$ cat src/rtl/hamming_job_sequencer.sv
// Hamming(7,4) job sequencer: a register-mapped host interface feeds a
// 4-entry job FIFO, a four-state FSM launches one job at a time on the
// codec, and results land in a 4-entry result FIFO with sticky status.
module hamming_job_sequencer #(
    parameter int unsigned TIMEOUT = 15
) (
    input  logic       clk,
    input  logic       rst_n,
    input  logic [7:0] ui_in,
    output logic [7:0] uo_out,
    input  logic [3:0] address,
    input  logic [7:0] data_in,
    input  logic       data_write,
    output logic [7:0] data_out,
    output logic       codec_start,
    output logic       codec_mode,
    output logic [6:0] codec_word,
    input  logic       codec_done,
    input  logic [6:0] codec_result,
    input  logic       codec_corr
);

    typedef enum logic [1:0] {
        S_IDLE  = 2'd0,
        S_ISSUE = 2'd1,
        S_WAIT  = 2'd2,
        S_STORE = 2'd3
    } state_t;

    // Last WAIT count value before the job is abandoned.
    localparam logic [7:0] TO_LAST = 8'(TIMEOUT - 1);

    state_t     r_state;
    logic       r_codec_start;
    logic       r_codec_mode;
    logic [6:0] r_codec_word;
    logic [7:0] r_to_cnt;

    logic [7:0] r_in_mem [4];
    logic [1:0] r_in_wr;
    logic [1:0] r_in_rd;
    logic [2:0] r_in_cnt;

    logic [7:0] r_out_mem [4];
    logic [1:0] r_out_wr;
    logic [1:0] r_out_rd;
    logic [2:0] r_out_cnt;

    logic [7:0] r_corr_cnt;
    logic       r_ovf_sticky;
    logic       r_to_sticky;

    logic       w_host_push;
    logic       w_host_ctrl;
    logic       w_flush;
    logic       w_pop_req;
    logic       w_cnt_clr;
    logic       w_stk_clr;
    logic       w_in_empty;
    logic       w_in_full;
    logic       w_in_pop;
    logic       w_in_push;
    logic       w_overflow;
    logic       w_out_empty;
    logic       w_out_full;
    logic       w_out_pop;
    logic       w_out_push;
    logic       w_timeout;
    logic       w_busy;
    logic [7:0] w_in_head;
    logic [7:0] w_status;
    logic [7:0] w_rdata;
    logic       w_unused_ok;

    // The dedicated input pins carry nothing for this block.
    assign w_unused_ok = ^ui_in;

    // Host register strobes.
    assign w_host_push = data_write && (address == 4'h0);
    assign w_host_ctrl = data_write && (address == 4'h2);
    assign w_flush     = w_host_ctrl && data_in[1];
    assign w_pop_req   = w_host_ctrl && data_in[0];
    assign w_cnt_clr   = w_host_ctrl && data_in[2];
    assign w_stk_clr   = data_write && (address == 4'h3) && data_in[0];

    // Job FIFO control: the head leaves as ISSUE ends, so a host push in
    // that same cycle is accepted even when the FIFO reads full.
    assign w_in_empty  = (r_in_cnt == 3'd0);
    assign w_in_full   = (r_in_cnt == 3'd4);
    assign w_in_pop    = (r_state == S_ISSUE) && !w_flush;
    assign w_in_push   = w_host_push && (!w_in_full || w_in_pop);
    assign w_overflow  = w_host_push && w_in_full && !w_in_pop;
    assign w_in_head   = r_in_mem[r_in_rd];

    // Result FIFO control: the codec result is written on the edge that
    // moves WAIT to STORE, making it readable one cycle after codec_done.
    assign w_out_empty = (r_out_cnt == 3'd0);
    assign w_out_full  = (r_out_cnt == 3'd4);
    assign w_out_pop   = w_pop_req && !w_flush && !w_out_empty;
    assign w_out_push  = (r_state == S_WAIT) && codec_done && !w_flush &&
                         (!w_out_full || w_out_pop);

    assign w_timeout   = (r_state == S_WAIT) && !codec_done && !w_flush &&
                         (r_to_cnt == TO_LAST);

    assign w_busy      = (r_state != S_IDLE);
    assign w_status    = {2'b00, r_to_sticky, r_ovf_sticky, w_busy,
                          w_out_full, w_out_empty, w_in_empty};

    // Sequencer FSM; codec launch signals are registered here.
    always_ff @(posedge clk or negedge rst_n) begin
        if (!rst_n) begin
            r_state       <= S_IDLE;
            r_codec_start <= 1'b0;
            r_codec_mode  <= 1'b0;
            r_codec_word  <= 7'd0;
            r_to_cnt      <= 8'd0;
        end else if (w_flush) begin
            r_state       <= S_IDLE;
            r_codec_start <= 1'b0;
            r_to_cnt      <= 8'd0;
        end else begin
            case (r_state)
                S_IDLE: begin
                    r_codec_start <= 1'b0;
                    r_to_cnt      <= 8'd0;
                    if (!w_in_empty && !w_out_full) begin
                        r_state       <= S_ISSUE;
                        r_codec_start <= 1'b1;
                        r_codec_mode  <= w_in_head[7];
                        r_codec_word  <= w_in_head[6:0];
                    end
                end
                S_ISSUE: begin
                    r_codec_start <= 1'b0;
                    r_to_cnt      <= 8'd0;
                    r_state       <= S_WAIT;
                end
                S_WAIT: begin
                    r_codec_start <= 1'b0;
                    if (codec_done) begin
                        r_state  <= S_STORE;
                        r_to_cnt <= 8'd0;
                    end else if (r_to_cnt == TO_LAST) begin
                        r_state  <= S_IDLE;
                        r_to_cnt <= 8'd0;
                    end else begin
                        r_to_cnt <= r_to_cnt + 8'd1;
                    end
                end
                S_STORE: begin
                    r_codec_start <= 1'b0;
                    r_to_cnt      <= 8'd0;
                    r_state       <= S_IDLE;
                end
                default: begin
                    r_codec_start <= 1'b0;
                    r_to_cnt      <= 8'd0;
                    r_state       <= S_IDLE;
                end
            endcase
        end
    end

    // Job FIFO storage, pointers and occupancy.
    always_ff @(posedge clk or negedge rst_n) begin
        if (!rst_n) begin
            for (int i = 0; i < 4; i++) begin
                r_in_mem[i] <= 8'd0;
            end
            r_in_wr  <= 2'd0;
            r_in_rd  <= 2'd0;
            r_in_cnt <= 3'd0;
        end else if (w_flush) begin
            r_in_wr  <= 2'd0;
            r_in_rd  <= 2'd0;
            r_in_cnt <= 3'd0;
        end else begin
            if (w_in_push) begin
                r_in_mem[r_in_wr] <= data_in;
                r_in_wr           <= r_in_wr + 2'd1;
            end
            if (w_in_pop) begin
                r_in_rd <= r_in_rd + 2'd1;
            end
            case ({w_in_push, w_in_pop})
                2'b10:   r_in_cnt <= r_in_cnt + 3'd1;
                2'b01:   r_in_cnt <= r_in_cnt - 3'd1;
                default: r_in_cnt <= r_in_cnt;
            endcase
        end
    end

    // Result FIFO storage, pointers and occupancy.
    always_ff @(posedge clk or negedge rst_n) begin
        if (!rst_n) begin
            for (int i = 0; i < 4; i++) begin
                r_out_mem[i] <= 8'd0;
            end
            r_out_wr  <= 2'd0;
            r_out_rd  <= 2'd0;
            r_out_cnt <= 3'd0;
        end else if (w_flush) begin
            r_out_wr  <= 2'd0;
            r_out_rd  <= 2'd0;
            r_out_cnt <= 3'd0;
        end else begin
            if (w_out_push) begin
                r_out_mem[r_out_wr] <= {codec_corr, codec_result};
                r_out_wr            <= r_out_wr + 2'd1;
            end
            if (w_out_pop) begin
                r_out_rd <= r_out_rd + 2'd1;
            end
            case ({w_out_push, w_out_pop})
                2'b10:   r_out_cnt <= r_out_cnt + 3'd1;
                2'b01:   r_out_cnt <= r_out_cnt - 3'd1;
                default: r_out_cnt <= r_out_cnt;
            endcase
        end
    end

    // Saturating corrected-error counter; a host clear beats an increment.
    always_ff @(posedge clk or negedge rst_n) begin
        if (!rst_n) begin
            r_corr_cnt <= 8'd0;
        end else if (w_cnt_clr) begin
            r_corr_cnt <= 8'd0;
        end else if (w_out_push && codec_corr && (r_corr_cnt != 8'hFF)) begin
            r_corr_cnt <= r_corr_cnt + 8'd1;
        end
    end

    // Sticky error flags; a new event in the clearing cycle stays recorded.
    always_ff @(posedge clk or negedge rst_n) begin
        if (!rst_n) begin
            r_ovf_sticky <= 1'b0;
            r_to_sticky  <= 1'b0;
        end else begin
            r_ovf_sticky <= (r_ovf_sticky && !w_stk_clr) || w_overflow;
            r_to_sticky  <= (r_to_sticky && !w_stk_clr) || w_timeout;
        end
    end

    // Register read mux; unmapped and write-only addresses read zero.
    always_comb begin
        w_rdata = 8'h00;
        case (address)
            4'h1: begin
                if (w_out_empty) begin
                    w_rdata = 8'h00;
                end else begin
                    w_rdata = r_out_mem[r_out_rd];
                end
            end
            4'h3:    w_rdata = w_status;
            4'h4:    w_rdata = r_corr_cnt;
            default: w_rdata = 8'h00;
        endcase
    end

    assign data_out    = w_rdata;
    assign uo_out      = {5'b00000, w_in_full, w_busy, !w_out_empty};
    assign codec_start = r_codec_start;
    assign codec_mode  = r_codec_mode;
    assign codec_word  = r_codec_word;

endmodule

$ cat config.mk
export PLATFORM = sky130hd
export DESIGN_NAME = hamming_job_sequencer
export DESIGN_NICKNAME = d
export VERILOG_FILES = /design/src/rtl/hamming_job_sequencer.sv
export SDC_FILE = /design/constraint.sdc
export NUM_CORES = 1
export LEC_CHECK = 0
export CAP_MARGIN = 15
export CORE_MARGIN = 4
export CORE_UTILIZATION = 40
export DETAILED_ROUTE_END_ITERATION = 6
export PLACE_DENSITY_LB_ADDON = 0.05
export SYNTH_ARGS = -nofsm -noshare
export SYNTH_HDL_FRONTEND = slang
export SYNTH_SLANG_ARGS = --single-unit
$ cat constraint.sdc
create_clock -name clk -period 6.7 [get_ports clk]
set_clock_uncertainty 0.1 [all_clocks]
set_input_delay 1.675 -clock clk [delete_from_list [all_inputs] [get_ports clk]]
set_output_delay 1.675 -clock clk [all_outputs]
set_load 0.01 [all_outputs]
==> run summary, run 1 <==
IO Port Bufs = 43
fin crit period = 5.62 ns
Via density = 5.20
TritonCTS buffer count = 9
endpoints failing setup = 0
Pins Over Slew Limit = 0
Worst Path Class, Setup = primary input to output pin
drt pass-1 iters = 4
Yosys reg bits = 107
Sink Count = 107
Die Y = 123 um
Rel. slew slack = 51.0%
max-cap check violation count = 0
Worst Setup Start Kind = primary input
worst hold stages = 1
largest net degree at the start of global routing = 57
dpl cell area = 5840 um^2
CP required = 4.93 ns
first-pass GRT wire length = 18.5 mm
fillers = 1169
post-synthesis cell count = 421
Finished Cell Area = 6110 um^2
Arrival @ worst endpoint = 3.84 ns
Sequential Area = 2680 um^2
# hold bufs at CTS = 0
Synth-to-Final Area Change = 15.4%
peak supply drop = 0.205 mV
Peak Freq = 178 MHz
drt drc = 0
most common cell after layout, fill and taps aside = dfrtp_1
synthesized cell area = 5290 um^2
most frequent cells in the layout = dfrtp_1 (107), mux2_2 (70), clkdlybuf4s50_1 (42)
R2R depth = 7
Syn. warnings = 0
footprint of the multi-input gates = 2440 um^2
wire length per cell = 17.4 um
fin nets = 505
share of layout cells above drive strength 1 = 26.3%
Iteration-0 DRC Markers = 191
EDFF count, synth = 0
Detail Placement HPWL = 7.75 mm
Tot GR Track Use = 16.0%
DRT Wirelength = 11.0 mm
setup_tns = 0 ns
vias in the first global route = 3409
r2r setup slk = 4.33 ns
clock-pin slew of the registers on the worst-case setup and hold paths = 0.07 ns
register area share after synthesis = 50.6%
total setup buffers inserted after CTS = 0
Hold WS = 0.391 ns
crit end category = output pin
final hold viol count = 0
Die X = 123 um
CP Max Fanout = 8
initial antenna violation count = 0
die area = 15100 um^2
global route overflow = 0
GPL Wtd Cong = 0.806
Slew @ Worst Pin = 0.736 ns
Lkg Pwr = 2.67 nW
Synth cell types = 53
ys async rst share = 100%
Post-CTS Resized = 0
run status = finished clean
Ports = 57
core area = 12800 um^2
Worst Hold Class = flip-flop to flip-flop
ys flop type = dfrtp_1
CTS Root Cell = clkbuf_16
RSZ-0062 raised after global routing = no
final core occ = 47.8%
CTS tree = yes
vias = 3310
worst skew pair latency = 0.35 ns
Ant. Diodes = 0
fin crit share = 83.8%
row count = 41
clk buf depth = 2
Mapped Avg Cell Area = 12.6 um^2
H-tree level count = 3
antenna viol nets, final = 0
Starting Density = 41.4%
Power Density = 365 nW/um^2
path summary, 6_finish.rpt:
check	end	from
setup / recovery	data_out[5]	address[1]
hold / removal	r_out_mem[15]	r_out_mem[15]
setup reg to reg	r_out_cnt[2]	r_out_cnt[0]
hold reg to reg	r_out_mem[15]	r_out_mem[15]
max in group asynchronous	r_in_mem[8]	rst_n
min in group asynchronous	r_in_mem[29]	rst_n
where the power goes:
part	switching (mW)	total, mW	internal (mW)	leakage (nW)
clock network	0.232	0.493	0.260	0.135
logic	0.293	0.698	0.404	1.15
registers	0.176	1.04	0.866	1.38
total	0.702	2.23	1.53	2.67
per-layer routing:
metal | global-route usage [%] | wire length, um | vias to the layer above
met1 | 21.9 | 5220 | 1690
met2 | 25.0 | 5310 | 43
met4 | 5.05 | 155 | 0
met3 | 4.12 | 365 | 10
met5 | 0 | 0 | -
li1 | - | - | 1567
per-stage QoR:
stage | std cells | power [mW] | worst slack (ns)
4_1_cts | 636 | 2.27 | 1.08
2_1_floorplan | 425 | 1.55 | 2.12
6_report | 636 | 2.23 | 1.08
3_3_place_gp | 621 | 1.74 | 1.12
3_5_place_dp | 621 | 1.76 | 1.09
5_1_grt | 636 | 2.39 | 0.902
worst max-delay path, stage by stage:
cell             delay [ns]
clkdlybuf4s50_1        0.52
nor3b_2                0.54
and2_1                 0.33
a22oi_1                0.11
o21ai_0                0.09
clkdlybuf4s50_1        0.57
registers in the layout, indices dropped and copies added (netlist names), 3 cells and up:
| name | flops |
|---|---|
| codec_word | 7 |
| r_corr_cnt | 8 |
| r_in_cnt | 3 |
| r_in_mem | 32 |
| r_out_cnt | 3 |
| r_out_mem | 32 |
| r_to_cnt | 8 |
cell families (layout without fill, tap and decap cells):
group,after synthesis,in the layout,share of synthesized area (%)
mux,92,92,22.9
other cells,1,5,0.0708
compound gates,42,42,5.22
simple gates,111,111,11.5
xor+xnor,17,17,2.81
flops,107,107,50.6
buf+inv,38,77,3.59
fa+ha+maj,13,13,3.36
Yosys cell counts (all sizes together), types with 4 or more instances:
| cell | number | share of area, % |
|---|---|---|
| o21ai | 18 | 1.7 |
| xor2 | 7 | 1.2 |
| mux4 | 16 | 6.8 |
| a22oi | 5 | 0.71 |
| or3 | 4 | 0.47 |
| nor4 | 7 | 0.95 |
| nor3 | 7 | 0.76 |
| inv | 17 | 1.2 |
| and3 | 5 | 0.59 |
| nand2 | 27 | 2.1 |
| nand3 | 12 | 1.1 |
| nor2 | 26 | 2.3 |
| nand2b | 5 | 0.59 |
| dfrtp | 107 | 51 |
| mux2i | 4 | 0.76 |
| a21oi | 6 | 0.64 |
| ha | 11 | 2.6 |
| mux2 | 72 | 15 |
| buf | 17 | 2.1 |
| clkbuf | 4 | 0.28 |
| xnor2 | 10 | 1.7 |
area by class of cell:
type	instances	share of cell area [%]
sequential	107	43.8
clock inverter	4	0.450
timing repair buffer	45	7.25
clock buffer	11	3.97
tap	172	3.52
inverter	17	1.04
multi-input combinational	280	39.9
Note: power is estimated with default switching activity, not from simulation.
==> run 2, diff against run 1 <==
clock period = 5.62 ns   (was 6.7 ns; I/O delays follow)
==> run summary, run 2 (synthesis gave the netlist of run 1 again) <==
run status = finished clean
crit end category = output pin
Worst Hold Class = flip-flop to flip-flop
core area = 12800 um^2
fin crit period = 5.13 ns
largest net degree at the start of global routing = 74
Pins Over Slew Limit = 0
Slowest cell on crit path = clkdlybuf4s50_1
antenna viol nets, final = 0
Power Density = 444 nW/um^2
CP Max Fanout = 8
R2R depth = 4
# hold bufs at CTS = 0
crit-path cells = clkdlybuf4s50_1, nor3b_2, and2_1, a22oi_1, o21ai_0, clkdlybuf4s50_1
die area = 15100 um^2
fillers = 1153
Worst path max stage delay = 0.57 ns
vias = 3306
peak supply drop = 0.241 mV
Iteration-0 DRC Markers = 252
fin crit share = 91.2%
Post-CTS Resized = 0
Sequential Area = 2680 um^2
Worst Path Class, Setup = primary input to output pin
r2r setup slk = 3.32 ns
Tot GR Track Use = 15.8%
vias in the first global route = 3331
Arrival @ worst endpoint = 3.62 ns
Via density = 5.19
most frequent CP cell = clkdlybuf4s50_1
RSZ-0062 raised after global routing = no
Ports = 57
H-tree level count = 3
Worst Path Buf+Inv = 2
wire length per cell = 17.2 um
most frequent cells in the layout = dfrtp_1 (107), mux2_2 (70), clkdlybuf4s50_1 (42)
Ant. Diodes = 0
worst hold stages = 1
Die Y = 123 um
first-pass GRT wire length = 18.2 mm
Finished Cell Area = 6140 um^2
Starting Density = 41.4%
Reg-to-Reg End = r_in_mem[24]
dpl cell area = 5840 um^2
FF-to-FF Start = r_in_cnt[1]
Detail Placement HPWL = 7.52 mm
row count = 41
fin nets = 505
TritonCTS buffer count = 9
endpoints failing setup = 0
drt drc = 0
most common cell after layout, fill and taps aside = dfrtp_1
worst skew pair latency = 0.36 ns
DRT Wirelength = 11.0 mm
Die X = 123 um
Sink Count = 107
Peak Freq = 195 MHz
max-cap check violation count = 0
clk buf depth = 2
Slew @ Worst Pin = 0.943 ns
share of layout cells above drive strength 1 = 26.5%
CTS Root Cell = clkbuf_16
Lkg Pwr = 2.68 nW
total setup buffers inserted after CTS = 0
Rel. slew slack = 37.2%
final hold viol count = 0
Synth-to-Final Area Change = 16.1%
CP required = 4.12 ns
GPL Wtd Cong = 0.811
Top delay family on crit path = buffers and inverters
footprint of the multi-input gates = 2440 um^2
clock-pin slew of the registers on the worst-case setup and hold paths = 0.07 ns
largest registers = r_in_mem: 32 flops, r_out_mem: 32 flops
setup_tns = 0 ns
HP Start = r_out_mem[31]
Hold EP = r_out_mem[31]
CTS tree = yes
global route overflow = 0
Worst Setup Start Kind = primary input
drt pass-1 iters = 4
IO Port Bufs = 43
initial antenna violation count = 0
run 2: how the worst max path moves through the flow:
stage / startpoint / end / slack (ns) / cells after the start
floorplan: address[0] / data_out[0] / 1.58 / 3
global placement: address[1] / data_out[2] / 0.57 / 5
detailed placement: address[1] / data_out[4] / 0.53 / 6
CTS: address[1] / data_out[4] / 0.53 / 6
global route: address[1] / data_out[3] / 0.33 / 6
finish: address[1] / data_out[4] / 0.49 / 6
run 2: area by class of cell:
class                           count  area share (%)
Tap cell                          172            3.50
Sequential cell                   107            43.6
Clock buffer                       11            3.95
Clock inverter                      5           0.998
Inverter                           17            1.04
Multi-Input combinational cell    280            39.7
Timing Repair Buffer               45            7.21
run 2: stage by stage:
| step | setup WS [ns] | hold WS (ns) | utilization (%) | total power [mW] | std cells |
|---|---|---|---|---|---|
| detailed placement | 0.532 | 0.382 | 45.7 | 2.10 | 621 |
| floorplan | 1.58 | 0.350 | - | 1.85 | 425 |
| global route | 0.330 | 0.413 | 48.1 | 2.91 | 637 |
| global placement | 0.573 | 0.374 | 45.7 | 2.08 | 621 |
| CTS | 0.529 | 0.403 | 48.1 | 2.76 | 637 |
| finish | 0.492 | 0.397 | 48.1 | 2.73 | 637 |
run 2: metal layers:
| metal | part of all wire [%] | up-vias | global-route usage [%] |
|---|---|---|---|
| li1 | - | 1575 | - |
| met1 | 48 | 1668 | 22.8 |
| met2 | 46 | 54 | 23.8 |
| met3 | 4.5 | 9 | 4.48 |
| met4 | 0.73 | 0 | 3.53 |
| met5 | 0 | - | 0 |
run 2: power breakdown:
group	internal [mW]	switching (mW)
Sequential	1.03	0.205
Clock	0.361	0.291
Combinational	0.483	0.356
Total	1.88	0.852
==> run 3, diff against run 2 <==
CORE_MARGIN = not set   (was 4)
==> run summary, run 3 (synthesis gave the netlist of run 1 again) <==
run status = finished clean
vias = 3324
fin crit share = 89.8%
Hold EP = r_out_mem[31]
H-tree level count = 3
first-pass GRT wire length = 18.0 mm
row count = 41
setup_tns = 0 ns
# hold bufs at CTS = 0
fin crit period = 5.05 ns
Worst Setup Start Kind = primary input
Tot GR Track Use = 18.1%
final core occ = 48.4%
fin nets = 507
total power draw = 2.76 mW
most frequent cells in the layout = dfrtp_1 (107), mux2_2 (70), clkdlybuf4s50_1 (42)
drt drc = 0
Die Y = 117 um
CTS Root Cell = clkbuf_16
IO Port Bufs = 43
Rel. slew slack = 34.7%
clock-pin slew of the registers on the worst-case setup and hold paths = 0.07 ns
RSZ-0062 raised after global routing = no
Sink Count = 107
CP Max Fanout = 8
global route overflow = 0
peak supply drop = 0.238 mV
dpl ws = 0.588 ns
Lkg Pwr = 2.70 nW
Ports = 57
largest net degree at the start of global routing = 76
Reg-to-Reg End = r_out_cnt[2]
Pins Over Slew Limit = 0
crit end category = output pin
largest registers = r_in_mem: 32 flops, r_out_mem: 32 flops
clk buf depth = 2
Peak Freq = 198 MHz
endpoints failing setup = 0
Post-CTS Resized = 0
drt pass-1 iters = 4
antenna viol nets, final = 0
Die X = 117 um
most common cell after layout, fill and taps aside = dfrtp_1
setup ws final = 0.574 ns
share of layout cells above drive strength 1 = 27.0%
worst skew pair latency = 0.35 ns
GPL Wtd Cong = 0.797
Ant. Diodes = 0
TritonCTS buffer count = 9
wire length per cell = 17.4 um
initial antenna violation count = 0
Worst Hold Class = flip-flop to flip-flop
R2R depth = 7
Iteration-0 DRC Markers = 172
Power Density = 447 nW/um^2
Detail Placement HPWL = 7.56 mm
HP Start = r_out_mem[31]
max-cap check violation count = 0
core area = 12800 um^2
Slew @ Worst Pin = 0.979 ns
total setup buffers inserted after CTS = 0
DRT Wirelength = 11.1 mm
CP required = 4.12 ns
Arrival @ worst endpoint = 3.54 ns
Worst Path Class, Setup = primary input to output pin
final hold viol count = 0
r2r setup slk = 3.26 ns
Synth-to-Final Area Change = 16.7%
Via density = 5.20
FF-to-FF Start = r_out_cnt[0]
Starting Density = 41.4%
CTS tree = yes
worst hold stages = 1
die area = 13700 um^2
vias in the first global route = 3364
## run 3: area by class of cell
class,instances,area (um^2)
multi-input cells,280,2440
clock inverters,7,98.8
clock buffers,9,225
well taps,172,215
inverters,17,63.8
repair buffers,47,458
flip-flops and latches,107,2680
fillers,1144,6590
## run 3: worst max-delay path by stage
stage / startpoint / endpoint / cells after the start
global route: address[1] / data_out[2] / 5
detailed placement: address[1] / data_out[2] / 5
global placement: address[1] / data_out[2] / 5
CTS: address[1] / data_out[2] / 5
finish: address[1] / data_out[2] / 5
floorplan: address[0] / data_out[0] / 3
## run 3: power by group
part	internal (mW)	switching (mW)	leakage, nW
clock network	0.394	0.293	0.156
registers	1.03	0.210	1.38
logic	0.483	0.352	1.16
total	1.91	0.855	2.70
## run 3: per-layer routing
metal	wire length, um	global-route usage, %	up-vias
li1	-	-	1574
met1	5460	24.7	1686
met2	5090	28.6	53
met3	412	5.41	11
met4	133	4.30	0
met5	0	0	-
## run 3: critical path: stages
cell and delay [ns]:
clkdlybuf4s50_1 0.46, nor3_2 0.38, nand3_1 0.30, o221ai_1 0.39, clkdlybuf4s50_1 0.60
## run 3: through the flow
step                      area (um^2)  hold WS [ns]  instances
after CTS                        6180         0.403        639
final                            6180         0.399        639
after floorplan                  5310         0.350        425
after detailed placement         5860         0.386        623
after global routing             6180         0.422        639
after global placement           5860         0.371        623
